==> src/rtl/wb_arb_queue.sv <==
// wb_arb_queue: per-pipe result FIFOs merged onto one writeback channel.
// Each execute pipe owns a p_depth-entry FIFO. The non-squashed FIFO heads
// compete for the single writeback port. Squashes invalidate stored entries
// in place, and invalid heads are skipped at one entry per cycle.
// Build option: define WB_ARB_OLDEST_FIRST_EN to select oldest-first
// arbitration by age. When it is undefined, round-robin arbitration is used.
module wb_arb_queue #(
    parameter int p_num_pipes      = 4,
    parameter int p_depth          = 2,
    parameter int p_seq_num_bits   = 5,
    parameter int p_phys_addr_bits = 6
) (
    input  logic                                     clk,
    input  logic                                     rst,
    input  logic [p_num_pipes-1:0]                   in_val,
    output logic [p_num_pipes-1:0]                   in_rdy,
    input  logic [p_num_pipes*p_seq_num_bits-1:0]    in_seq_num,
    input  logic [p_num_pipes*32-1:0]                in_pc,
    input  logic [p_num_pipes*p_phys_addr_bits-1:0]  in_waddr,
    input  logic [p_num_pipes*32-1:0]                in_wdata,
    input  logic [p_num_pipes-1:0]                   in_wen,
    output logic                                     out_val,
    input  logic                                     out_rdy,
    output logic [p_seq_num_bits-1:0]                out_seq_num,
    output logic [31:0]                              out_pc,
    output logic [p_phys_addr_bits-1:0]              out_waddr,
    output logic [31:0]                              out_wdata,
    output logic                                     out_wen,
    input  logic [p_seq_num_bits-1:0]                head_seq_num,
    input  logic                                     squash_val,
    input  logic [p_seq_num_bits-1:0]                squash_seq_num
);

    localparam int N  = p_num_pipes;
    localparam int S  = p_seq_num_bits;
    localparam int P  = p_phys_addr_bits;
    localparam int PW = (p_depth > 1) ? $clog2(p_depth) : 1;
    localparam int CW = $clog2(p_depth) + 1;
    localparam int IW = $clog2(p_num_pipes);

    // Entry storage, indexed [pipe][slot]
    logic [S-1:0]   mem_seq   [N][p_depth];
    logic [31:0]    mem_pc    [N][p_depth];
    logic [P-1:0]   mem_waddr [N][p_depth];
    logic [31:0]    mem_wdata [N][p_depth];
    logic           mem_wen   [N][p_depth];
    logic           ent_valid [N][p_depth];

    logic [PW-1:0]  head_ptr [N];
    logic [PW-1:0]  tail_ptr [N];
    logic [CW-1:0]  count    [N];
    logic [IW-1:0]  rr_ptr;

    logic [S-1:0]   sq_age;
    logic [S-1:0]   head_seq [N];
    logic [N-1:0]   head_cand;
    logic [N-1:0]   head_skip;
    logic [N-1:0]   enq_keep;
    logic [N-1:0]   pop;
    logic           win_found;
    logic [IW-1:0]  win_idx;
    logic           deq;
`ifdef WB_ARB_OLDEST_FIRST_EN
    logic [S-1:0]   best_age;
`endif

    // Age relative to the oldest uncommitted instruction; smaller is older
    function automatic logic [S-1:0] age_of(input logic [S-1:0] seq,
                                            input logic [S-1:0] origin);
        return seq - origin;
    endfunction

    function automatic logic [PW-1:0] ptr_next(input logic [PW-1:0] p);
        if (int'(p) == p_depth - 1)
            return '0;
        return p + PW'(1);
    endfunction

    // Ready depends on stored occupancy only, never on this cycle's dequeue
    always_comb begin
        for (int i = 0; i < N; i++)
            in_rdy[i] = !rst && (count[i] != CW'(p_depth));
    end

    // Head status per pipe and squash filtering of incoming results
    always_comb begin
        // NOTE: every combinational output gets a default first so no latch is inferred.
        sq_age    = squash_seq_num - head_seq_num;
        head_cand = '0;
        head_skip = '0;
        enq_keep  = '0;
        for (int i = 0; i < N; i++) begin
            head_seq[i]  = mem_seq[i][head_ptr[i]];
            head_cand[i] = (count[i] != '0) && ent_valid[i][head_ptr[i]] &&
                           !(squash_val && (age_of(head_seq[i], head_seq_num) > sq_age));
            head_skip[i] = (count[i] != '0) && !ent_valid[i][head_ptr[i]];
            enq_keep[i]  = in_val[i] && in_rdy[i] &&
                           !(squash_val &&
                             (age_of(in_seq_num[i*S +: S], head_seq_num) > sq_age));
        end
    end

    // Writeback arbitration over the live heads
    always_comb begin
        win_found = 1'b0;
        win_idx   = '0;
`ifdef WB_ARB_OLDEST_FIRST_EN
        best_age  = '1;
        for (int i = 0; i < N; i++) begin
            if (head_cand[i] &&
                (!win_found || (age_of(head_seq[i], head_seq_num) < best_age))) begin
                win_found = 1'b1;
                win_idx   = IW'(i);
                best_age  = age_of(head_seq[i], head_seq_num);
            end
        end
`else
        for (int k = 0; k < N; k++) begin
            if (!win_found && head_cand[(int'(rr_ptr) + k) % N]) begin
                win_found = 1'b1;
                win_idx   = IW'((int'(rr_ptr) + k) % N);
            end
        end
`endif
    end

    // Output mux and per-pipe pop decision
    always_comb begin
        out_val     = !rst && win_found;
        out_seq_num = mem_seq[win_idx][head_ptr[win_idx]];
        out_pc      = mem_pc[win_idx][head_ptr[win_idx]];
        out_waddr   = mem_waddr[win_idx][head_ptr[win_idx]];
        out_wdata   = mem_wdata[win_idx][head_ptr[win_idx]];
        out_wen     = mem_wen[win_idx][head_ptr[win_idx]];
        deq         = out_val && out_rdy;
        for (int i = 0; i < N; i++)
            pop[i] = (deq && (win_idx == IW'(i))) || head_skip[i];
    end

    // FIFO state: enqueue, dequeue/skip, squash invalidation, round-robin pointer
    always_ff @(posedge clk) begin
        // NOTE: sequential state uses non-blocking assignments so every read sees pre-edge values.
        if (rst) begin
            // NOTE: payload arrays are not reset; ent_valid and count alone decide what is live.
            for (int i = 0; i < N; i++) begin
                head_ptr[i] <= '0;
                tail_ptr[i] <= '0;
                count[i]    <= '0;
                for (int d = 0; d < p_depth; d++)
                    ent_valid[i][d] <= 1'b0;
            end
            rr_ptr <= '0;
        end else begin
            for (int i = 0; i < N; i++) begin
                for (int d = 0; d < p_depth; d++) begin
                    if (squash_val && (age_of(mem_seq[i][d], head_seq_num) > sq_age))
                        ent_valid[i][d] <= 1'b0;
                end
                if (pop[i]) begin
                    ent_valid[i][head_ptr[i]] <= 1'b0;
                    head_ptr[i]               <= ptr_next(head_ptr[i]);
                end
                if (enq_keep[i]) begin
                    mem_seq[i][tail_ptr[i]]   <= in_seq_num[i*S +: S];
                    mem_pc[i][tail_ptr[i]]    <= in_pc[i*32 +: 32];
                    mem_waddr[i][tail_ptr[i]] <= in_waddr[i*P +: P];
                    mem_wdata[i][tail_ptr[i]] <= in_wdata[i*32 +: 32];
                    mem_wen[i][tail_ptr[i]]   <= in_wen[i];
                    ent_valid[i][tail_ptr[i]] <= 1'b1;
                    tail_ptr[i]               <= ptr_next(tail_ptr[i]);
                end
                count[i] <= count[i] + CW'(enq_keep[i]) - CW'(pop[i]);
            end
            if (deq)
                rr_ptr <= (win_idx == IW'(N - 1)) ? '0 : win_idx + IW'(1);
        end
    end

endmodule

==> config.mk <==
export PLATFORM = sky130hd
export DESIGN_NAME = wb_arb_queue
export DESIGN_NICKNAME = d
export VERILOG_FILES = /design/src/rtl/wb_arb_queue.sv
export SDC_FILE = /design/constraint.sdc
export NUM_CORES = 1
export LEC_CHECK = 0
export ABC_AREA = 1
export BUFFER_PORTS_ARGS = -buffer_cell sky130_fd_sc_hd__buf_2
export CORE_UTILIZATION = 25
export DETAILED_ROUTE_END_ITERATION = 10
export GPL_TIMING_DRIVEN = 0
export PLACE_DENSITY = 0.38
export SETUP_SLACK_MARGIN = 0.05
export SLEW_MARGIN = 20
export SYNTH_ARGS = -nofsm -noshare
export SYNTH_HDL_FRONTEND = slang
export SYNTH_SLANG_ARGS = --single-unit
==> constraint.sdc <==
create_clock -name clk -period 13.5 [get_ports clk]
set_input_delay 3.375 -clock clk [delete_from_list [all_inputs] [get_ports clk]]
set_output_delay 3.375 -clock clk [all_outputs]
set_load 0.01 [all_outputs]
Word-level counts from Yosys, hierarchy flattened
Memory sizes are Yosys's and may differ from the RTL's.
Index checks and enable logic that the tools add are counted.

operators by class
  bitwise logic cells = 48
  multiplexer cells = 262
  $lt $le $gt $ge = 37
  $add $sub $neg = 37
  equality and inequality tests = 7
  reductions and logical operators = 85

operators with widths
  kind                                                                          count
  32-bit two-way mux                                                            10
  64-bit two-way mux                                                            4
  1-bit two-way mux                                                             173
  32-bit demux with 1-bit select                                                4
  5-bit two-way mux                                                             19
  5-bit subtractor                                                              17
  5-bit > comparator                                                            16
  1-bit logical AND                                                             57
  12-bit two-way mux                                                            4
  6-bit two-way mux                                                             7
  10-bit two-way mux                                                            4
  1-bit OR                                                                      36
  2-bit two-way mux                                                             17
  6-bit demux with 1-bit select                                                 4
  5-bit demux with 1-bit select                                                 4
  2-bit >= comparator, second input constant                                    9
  1-bit inverter with 2-bit output                                              9
  1-bit zero test                                                               16
  2-bit by 1-bit less-than comparator with 1-bit output, second input constant  8
  3-bit by 4-bit less-than comparator with 1-bit output, second input constant  3
  1-bit adder, second input constant                                            8
  2-bit by 1-bit adder with 2-bit output                                        4
  1-bit binary-select mux with 2-bit select                                     4
  1-bit demux with 1-bit select                                                 8
  12 further kinds                                                              31

storage, ports and cells
  flip-flop bits (word level) = 2
  memories kept = 9
  input bits = 322
  logic and storage cells = 486
  RAM bits = 632

memories
  name             depth  width  read ports  clocked after Yosys merged registers in  wr ports  line  RTL
  mem_pc           4      64     1           0                                        4         43    logic [31:0] mem_pc [N][p_depth];
  mem_wdata        4      64     1           0                                        4         45    logic [31:0] mem_wdata [N][p_depth];
  mem_waddr        4      12     1           0                                        4         44    logic [P-1:0] mem_waddr [N][p_depth];
  mem_seq          4      10     5           0                                        4         42    logic [S-1:0] mem_seq [N][p_depth];
  count            4      2      4           0                                        4         51    logic [CW-1:0] count [N];
  ent_valid        4      2      4           0                                        4         47    logic ent_valid [N][p_depth];
  3 more memories  --     --     --          --                                       --        --

Depth between registers and ports, before layout
Gate-level depths: netlist of the first run.
An unclocked memory read counts as a cell.

  word-level depth = 32
  mapped depth = 35
  depth with buffers taken out = 33

Worst setup path after synthesis of the first run
No wires, ideal clock.

  path kind = input-to-output
  start = in head_seq_num[1]
  end = out out_pc[28]
  cell stages on the path = 27
  arrival = 7.810 ns
  slack = 2.315 ns
  path through = inv_1 > ha_1 > nand2_1 > o21ai_0 > xnor2_1 > ha_1 > nand2_1 > nor2_1 > a21oi_1 > nand2_1 > nand2_1 > nand2_1 > nand2_1 > nand2_1 > nand2_1 > and2_1 > nand3_1 > nand3_1 > nand2_2 > buf_6 > o211ai_2 > nand2_2 > inv_2 > buf_6 > buf_2 > nand2_1 > nand2_1

on the way
  cells in the longest elaborated chain, start to end = 22

RTL lines
  element                                                   line    RTL
  from (decl)                                               29      input logic [p_seq_num_bits-1:0] head_seq_num,
  5-bit subtractor (on tied branches)                       70, 88
  5-bit > comparator                                        95      !(squash_val && (age_of(head_seq[i], head_seq_num) > sq_age));
  1-bit logical AND                                         95
  1-bit zero test                                           95
  1-bit logical AND                                         94      head_cand[i] = (count[i] != '0) && ent_valid[i][head_ptr[i]] &&
  1-bit binary-select mux with 2-bit select                 119     if (!win_found && head_cand[(int'(rr_ptr) + k) % N]) begin
  1-bit two-way mux (not written as such)                   119
  1-bit two-way mux                                         119
  [4 not listed]                                            --
  1-bit logical AND                                         119
  1-bit two-way mux                                         119
  1-bit zero test                                           119
  1-bit logical AND                                         119
  2-bit two-way mux *                                       119
  memory 4 x 1 bit                                          --
  1-bit inverter with 2-bit output (not written as such)    131     out_pc = mem_pc[win_idx][head_ptr[win_idx]];
  32-bit two-way mux (not written as such) * (3 in series)  131
  to (decl)                                                 25      output logic [31:0] out_pc,

Every way passes the cells marked *; elsewhere a longest branch is shown, timed or not. The select of a mux whose other input is x is not followed.

Final worst setup path of the first run
  start = in head_seq_num[2]
  end = out out_pc[2]

Same word-level chain as after synthesis.

==> results by group, run 1 <==
Outcome
  – Run status: finished clean

Setup path
  – Crit-path slowest cell: ha_1
  – Startpoint Class: primary input
  – Reg2reg setup slack: 7220 ps
  – Crit. End Element: output port
  – Reg2reg start: head_ptr[3]
  – Worst path arrival time: 9530 ps
  – R2r worst-path depth: 34
  – Critical R2R Capture: count[3][1]
  – Critical path's most frequent cell: nand2_1
  – WS Path Type: in -> out
  – Required @ worst endpoint: 10120 ps
  – Slowest stage delay, CP: 630 ps
  – Worst-path fanout max: 17

Die
  – Starting density of the core: 25.2%
  – Die Width: 353 µm
  – Vert. Die Dim: 353 µm
  – IO Pins: 403
  – FP Rows: 128
  – Core area: 0.122 mm²
  – DIE AREA: 0.125 mm²

Clock network
  – Hold_buf cts: 0
  – CTS tree: yes
  – Clock Sinks: 634
  – Max clock buf depth: 3
  – Clock Tree Root: clkbuf_16
  – H-Tree Depth: 3
  – Worst skew pair latency: 660 ps
  – Clock slew at reported path FFs: 60 ps
  – Num CTS Buffers: 81

Timing
  – Fmax: 77.5 MHz
  – Final hold violation count: 0
  – Worst slew pin tran: 1060 ps
  – # setup viols final: 0
  – Rel. slew slack: 29.6%
  – Final Max Slew Viols: 0
  – Final Cycle Share: 95.6%
  – Clock period minus worst slack: 12900 ps
  – Final setup skew: 35.7 ps
  – RSZ-0062 raised after global routing: no

GRT
  – Global-route wire length before repair: 164000 µm
  – Remaining Overflow, GRT: 0
  – Initial antenna violation count: 53
  – Largest net degree at the start of global routing: 22
  – Number of global-route vias before repair: 22.4k
  – Total GRT Usage: 18.5%

Min path
  – Hold path startpoint: ent_valid[0][1]
  – Hold Path End: ent_valid[0][1]
  – Worst min path class: reg -> reg
  – WHS Path Cells: 2

Detailed routing
  – # DRC: 0
  – Vias per cell: 4.38
  – First DRT Iteration DRCs: 1252
  – Detail Route Antenna Nets: 0
  – Total iterations of the first detailed-routing run: 6
  – DR WL/cell: 23.1 µm
  – DR vias: 22.1k
  – Drt total wl: 117000 µm

Yosys
  – Number of enable flip-flop cells after synthesis: 623
  – Syn_area_per_cell: 10.9 µm²
  – Synth Register Bits: 634
  – Sequential fraction of the synthesis area: 61.5%
  – Post-synthesis async set-or-reset flop share: 0%
  – Cell area after synthesis: 0.0308 mm²
  – Ys Warns: 0
  – Synth top area share: 60.8%
  – Mapped Cells: 2836
  – Cell accounting for the most synthesized area: edfxtp_1
  – Count leader, synth: nand2_1
  – Synth unique cells: 41
  – Top post-synthesis cells by count: nand2_1 (1136), edfxtp_1 (623), ha_1 (160)
  – Syn_nets: 3335
  – Main synth FF type: edfxtp_1
  – Ranking of synthesized cells by area: edfxtp_1 (61%), nand2_1 (14%), ha_1 (6.5%)

Final layout
  – Share of cells above drive strength 1: 23.2%
  – Synth-to-layout area growth: 25.3%
  – Final net count: 3860
  – Non-filler cells, final: 5054

Place
  – Port bufs: 400
  – Placed Cells: 4903
  – GP Congestion: 0.785
  – Post-detail-place hpwl: 86200 µm

Run
  – Max-cap violations: 0
[repair_timing]
action,4_1_cts,5_1_grt
gates resized for setup,0,4
buffers inserted,0,0
setup endpoints to repair,0,10
[metal layers]
metal | up-vias | share of wire (%) | track usage (%)
li1 | 10800 | - | -
met3 | 175 | 5.8 | 4.38
met2 | 523 | 46 | 30.1
met1 | 10600 | 46 | 25.0
met4 | 46 | 1.8 | 3.91
met5 | - | 0.24 | 0
[worst max-delay path, delay by kind of cell]
kind	cells	cell delay (ps)
xor+xnor	1	420
fa+ha+maj	2	880
buf+inv	6	2050
compound gates	2	480
simple gates	17	2300
[kinds of logic after synthesis]
group / Yosys count / share of synthesized area [%]
AOI/OAI and AO/OA: 289 / 6.32
adders and majority gates: 177 / 7.61
DFF: 634 / 61.5
xor gates and xnor gates: 74 / 2.11
and+or+nand+nor: 1419 / 19.0
buffers and inverters: 243 / 3.47
[worst max-delay path by stage]
stage,endpoint,start
after floorplan,out_pc[28],head_seq_num[1]
after global placement,tail_ptr[3],head_seq_num[1]
after detailed placement,out_pc[2],head_seq_num[2]
after CTS,out_pc[2],head_seq_num[2]
after global routing,out_pc[2],head_seq_num[2]
final,out_pc[2],head_seq_num[2]
[through the flow]
stage	setup slack (ps)	setup TNS (ps)	hold slack, ps	util (%)	instance area [µm²]
3_3_place_gp	-4880	-2395040	471	28.5	34800
4_1_cts	253	0	479	31.6	38500
5_1_grt	188	0	501	31.6	38600
6_report	596	0	479	31.6	38600
2_1_floorplan	2320	0	452	-	30800
3_5_place_dp	273	0	471	29.4	35900
[sequential cells by signal (all words and copies together), names as in the netlist]
register,cells
mem_pc,256
mem_wdata,256
mem_waddr,48
mem_seq,40
count,8
ent_valid,8
mem_wen,8
head_ptr,4
tail_ptr,4
rr_ptr,2
[cell type report]
type,instances,area (µm²)
fillers,12800,83500
flip-flops and latches,634,18900
multi-input cells,1959,10900
repair buffers,442,2950
clock buffers,97,2130
well taps,1625,2030
plain buffers,127,639
clock inverters,47,529
inverters,116,444
diodes,7,17.5
[cells in the final DEF (no fill, tap or decap), drive strengths merged, types with 8 or more instances in the layout]
cell type  instances
a21oi             66
buf              523
bufinv             8
clkbuf           142
clkinv            34
dfxtp             11
edfxtp           623
fa                17
ha               160
inv              115
nand2           1138
nand3             72
nand4             14
nor2              45
o211ai           158
o21ai             30
o221ai            11
or2              145
xnor2             19
xor2              55
Power of run 1 is left out: the tool's default activity adds up to more than one toggle a clock period on the data nets, which glitch-free logic cannot reach.
==> run 2, diff against run 1 <==
- MAX_ROUTING_LAYER: default -> met4
==> results by group, run 2 (synthesis gave the netlist of run 1 again) <==
Place
  – DP Worst Slack: 273 ps (unchanged)
  – Post-detail-place hpwl: 86200 µm (unchanged)
  – Port bufs: 400 (unchanged)
  – GP Congestion: 0.796 (+1.4%)

Timing
  – RSZ-0062 raised after global routing: no
  – Worst slew pin tran: 1050 ps (-1.32 ps)
  – # setup viols final: 0 (unchanged)
  – Fmax: 77.4 MHz (-0.15%)
  – Final Max Slew Viols: 0 (unchanged)
  – Rel. slew slack: 29.7% (+0.088 points)
  – Final setup skew: 35.5 ps (-0.251 ps)
  – Final hold violation count: 0 (unchanged)
  – Clock period minus worst slack: 12920 ps (+19.8 ps)
  – Worst setup margin: 576 ps (-19.8 ps)
  – Final Cycle Share: 95.7% (+0.15 points)

Die
  – IO Pins: 403 (unchanged)
  – Core area: 0.122 mm² (unchanged)
  – Vert. Die Dim: 353 µm (unchanged)
  – DIE AREA: 0.125 mm² (unchanged)
  – Die Width: 353 µm (unchanged)
  – Starting density of the core: 25.2% (unchanged)
  – FP Rows: 128 (unchanged)

Setup path
  – Reg2reg start: head_ptr[3]
  – Worst path arrival time: 9550 ps (+20 ps)
  – Slowest stage delay, CP: 630 ps (about the same)
  – Reg2reg setup slack: 7200 ps (-20 ps)
  – Crit-path slowest cell: clkdlybuf4s15_1
  – Worst-path fanout max: 17 (unchanged)
  – Required @ worst endpoint: 10120 ps (about the same)
  – Critical path's most frequent cell: nand2_1
  – Startpoint Class: primary input
  – R2r worst-path depth: 34 (unchanged)
  – Critical R2R Capture: count[3][1]
  – Crit. End Element: output port
  – WS Path Type: in -> out

Min path
  – Hold Path End: ent_valid[0][1]
  – Worst min path class: reg -> reg
  – WHS Path Cells: 2 (unchanged)
  – Hold path startpoint: ent_valid[0][1]

Detailed routing
  – Total iterations of the first detailed-routing run: 5 (-1)
  – DR WL/cell: 23.0 µm (-0.57%)
  – First DRT Iteration DRCs: 1273 (+1.7%)
  – DR vias: 22.1k (-0.14%)
  – # DRC: 0 (unchanged)
  – Detail Route Antenna Nets: 0 (unchanged)
  – Drt total wl: 117000 µm (about the same)
  – Vias per cell: 4.35 (-0.69%)

GRT
  – Initial antenna violation count: 53 (unchanged)
  – Largest net degree at the start of global routing: 22 (unchanged)
  – Global-route wire length before repair: 164000 µm (about the same)
  – Number of global-route vias before repair: 22.3k (-0.26%)
  – Total GRT Usage: 19.1% (+0.57 points)
  – Remaining Overflow, GRT: 0 (unchanged)

Final layout
  – Synth-to-layout area growth: 25.5%
  – Final net count: 3860 (unchanged)
  – Share of cells above drive strength 1: 23.2% (unchanged)
  – Most common cell after layout, fill and taps aside: nand2_1
  – Final core occ: 31.7% (+0.057 points)
  – Commonest non-fill, non-tap cells in the layout: nand2_1 (1136), edfxtp_1 (623), buf_2 (462), ha_1 (160), o211ai_1 (157)

Clock network
  – # Post-CTS Setup Buffers: 0 (unchanged)
  – Clock Tree Root: clkbuf_16
  – Worst skew pair latency: 660 ps (about the same)
  – Num CTS Buffers: 81 (unchanged)
  – Max clock buf depth: 3 (unchanged)
  – CTS tree: yes
  – H-Tree Depth: 3 (unchanged)
  – Clock Sinks: 634 (unchanged)
  – Clock slew at reported path FFs: 60 ps (about the same)

Run
  – Max-cap violations: 0 (unchanged)

Outcome
  – Run status: finished clean
## run 2: cell count changes in the layout (fill, tap and decap cells not counted)
| cell | previous run | this run |
|---|---|---|
| diode_2 | 7 | 35 |
## run 2: layout make-up
class	instances	area [µm²]
fill	12700	83400
sequential	634	18900
multi-input combinational	1959	10900
timing repair buffer	442	2950
clock buffer	97	2130
tap	1625	2030
buffer	127	639
clock inverter	47	529
inverter	116	444
antenna	35	87.6
## run 2: metrics by stage
stage          instance area [µm²]  cells  TNS [ps]  hold WS [ps]
3_3_place_gp                 34800   4861  -2395040           471
5_1_grt                      38600   5075         0           501
2_1_floorplan                30800   2836         0           452
6_report                     38600   5082         0           480
3_5_place_dp                 35900   4903         0           471
4_1_cts                      38500   5047         0           479
## run 2: how the worst max path moves through the flow
| stage | start | to |
|---|---|---|
| 6_report | head_seq_num[2] | out_pc[2] |
| 5_1_grt | head_seq_num[2] | out_pc[2] |
| 4_1_cts | head_seq_num[2] | out_pc[2] |
| 3_5_place_dp | head_seq_num[2] | out_pc[2] |
| 3_3_place_gp | head_seq_num[1] | tail_ptr[3] |
| 2_1_floorplan | head_seq_num[1] | out_pc[28] |
## run 2: routing by layer
metal	up-vias	track usage, %	wire (µm)
met5	-	-	0
met4	0	3.91	1970
met3	136	4.30	7290
met2	550	30.2	54000
met1	10500	25.0	53700
li1	10900	-	-
## run 2: worst max-delay path, delay by kind of cell
family                     cells  cell delay (ps)
adders and majority gates      2              870
and+or+nand+nor               17             2310
buffers and inverters          6             2040
xor gates and xnor gates       1              420
AOI/OAI and AO/OA              2              480
## run 2: repair_timing
item,in CTS,in global routing
setup endpoints to repair,0,10
hold buffers,0,0
gates resized for setup,0,4
Power of run 2 is left out for the same reason.
==> run 3, diff against run 2 <==
- CELL_PAD_IN_SITES_DETAIL_PLACEMENT: default -> 0
- CELL_PAD_IN_SITES_GLOBAL_PLACEMENT: default -> 1
- GPL_TIMING_DRIVEN: 0 -> default
- PLACE_DENSITY: 0.38 -> 0.46
==> results by group, run 3 (synthesis gave the netlist of run 1 again) <==
Outcome
  – Run status: finished clean

Min path
  – Worst min path class: reg -> reg

Place
  – GP Congestion: 0.835 (+4.9%)
  – Post-detail-place hpwl: 70200 µm (-19%)
  – Port bufs: 402 (+0.50%)
  – Placed inst area: 0.0347 mm² (-3.2%)

Detailed routing
  – Total iterations of the first detailed-routing run: 5 (unchanged)
  – Vias per cell: 4.43 (+2.0%)
  – First DRT Iteration DRCs: 1259 (-1.1%)
  – Drt total wl: 106000 µm (-9.4%)
  – Detail Route Antenna Nets: 0 (unchanged)
  – # DRC: 0 (unchanged)
  – DR vias: 22.0k (-0.62%)
  – DR WL/cell: 21.4 µm (-6.9%)

Timing
  – Final hold violation count: 0 (unchanged)
  – Worst slew pin tran: 1110 ps (+54.0 ps)
  – Fmax: 84.2 MHz (+8.9%)
  – Clock period minus worst slack: 11870 ps (-1050 ps)
  – Rel. slew slack: 26.1% (-3.5 points)
  – # setup viols final: 0 (unchanged)
  – Hold_ws: 491 ps (+11.2 ps)
  – Post-route setup TNS: 0 ps (unchanged)
  – Final Cycle Share: 87.9% (-7.8 points)
  – Final Max Slew Viols: 0 (unchanged)
  – Final setup skew: 23.1 ps (-12.4 ps)
  – RSZ-0062 raised after global routing: no

Die
  – Die Width: 353 µm (unchanged)
  – Core area: 0.122 mm² (unchanged)
  – DIE AREA: 0.125 mm² (unchanged)
  – Starting density of the core: 25.2% (unchanged)
  – IO Pins: 403 (unchanged)
  – FP Rows: 128 (unchanged)
  – Vert. Die Dim: 353 µm (unchanged)

GRT
  – Total GRT Usage: 17.4% (-1.7 points)
  – Number of global-route vias before repair: 22.7k (+1.9%)
  – Remaining Overflow, GRT: 0 (unchanged)
  – Largest net degree at the start of global routing: 135 (+510%)
  – Initial antenna violation count: 47 (-11%)
  – Global-route wire length before repair: 154000 µm (-6.5%)

Final layout
  – Sequential cell area: 0.0189 mm² (unchanged)
  – Fill cells: 12.6k (-1.0%)
  – Multi-input gate area: 0.0109 mm² (-0.31%)
  – Most common cell after layout, fill and taps aside: nand2_1
  – Final net count: 3739 (-3.1%)
  – Share of cells above drive strength 1: 21.4% (-1.8 points)
  – Synth-to-layout area growth: 21.0%
  – Commonest non-fill, non-tap cells in the layout: nand2_1 (1136), edfxtp_1 (623), buf_2 (402), ha_1 (160), o211ai_1 (157)
  – Final instance area: 0.0373 mm² (-3.6%)

Setup path
  – Worst path arrival time: 8500 ps (-1050 ps)
  – CP bufs+invs: 6 (unchanged)
  – WS Path Type: in -> out
  – End point of the critical path: out_wdata[28]
  – Worst-path fanout max: 131 (+114)
  – CP startpoint: squash_seq_num[0]
  – Crit path max-delay family: simple AND/OR/NAND/NOR gates
  – Slowest stage delay, CP: 600 ps (-30 ps)
  – Reg2reg setup slack: 7580 ps (+380 ps)
  – Critical R2R Capture: count[1][1]
  – Crit-path slowest cell: xor2_1
  – Crit. path cell count: 28 (unchanged)
  – Crit. End Element: output port
  – R2r worst-path depth: 30 (-12%)
  – Critical path's most frequent cell: nand2_1
  – Reg2reg start: head_ptr[0]
  – Startpoint Class: primary input
  – Required @ worst endpoint: 10120 ps (about the same)

Clock network
  – CTS tree: yes
  – Clock Sinks: 634 (unchanged)
  – Post-CTS Resized: 0 (unchanged)
  – H-Tree Depth: 3 (unchanged)
  – Hold_buf cts: 0 (unchanged)
  – Max clock buf depth: 3 (unchanged)
  – # Post-CTS Setup Buffers: 0 (unchanged)
  – Num CTS Buffers: 81 (unchanged)
  – Worst skew pair latency: 670 ps (about the same)
  – Clock slew at reported path FFs: 60 ps (about the same)
  – Clock Tree Root: clkbuf_16

Run
  – Max-cap violations: 0 (unchanged)
## run 3: cell count changes in the layout (fill, tap and decap cells not counted), moves of 6 or more
cell       before  now
buf_12         20    9
buf_2         462  402
bufinv_16       8    2
clkbuf_1       59   15
buf_4          17   35
buf_16         18    1
## run 3: worst min path at each step
stage               startpoint              end  cells past startpoint
2_1_floorplan      count[1][1]      count[1][1]                      1
3_3_place_gp       count[2][1]      count[2][1]                      1
3_5_place_dp       count[3][1]      count[3][1]                      1
4_1_cts            count[3][1]      count[3][1]                      1
5_1_grt        ent_valid[0][1]  ent_valid[0][1]                      2
6_report           count[3][1]      count[3][1]                      1
## run 3: routing by layer
metal  vias to the layer above  track usage [%]  part of all wire, %
met1                     10700             21.3                   44
met3                       143             4.52                  5.7
met5                         -                -                    0
li1                      10600                -                    -
met2                       486             28.6                   48
met4                         0             4.00                  2.0
## run 3: per-stage QoR
step	std cells	util, %	setup WS, ps
after detailed placement	4781	28.5	1630
after CTS	4918	30.4	1610
after global placement	4781	28.5	1580
after floorplan	2836	-	2320
after global routing	4949	30.5	1160
final	4950	30.5	1630
## run 3: cell type report
type | count | share of cell area (%)
sequential | 634 | 50.8
multi-input combinational | 1959 | 29.2
timing repair buffer | 448 | 6.69
clock buffer | 97 | 5.66
tap | 1625 | 5.46
inverter | 116 | 1.21
clock inverter | 40 | 0.789
antenna | 31 | 0.208
Power of run 3 is left out for the same reason.
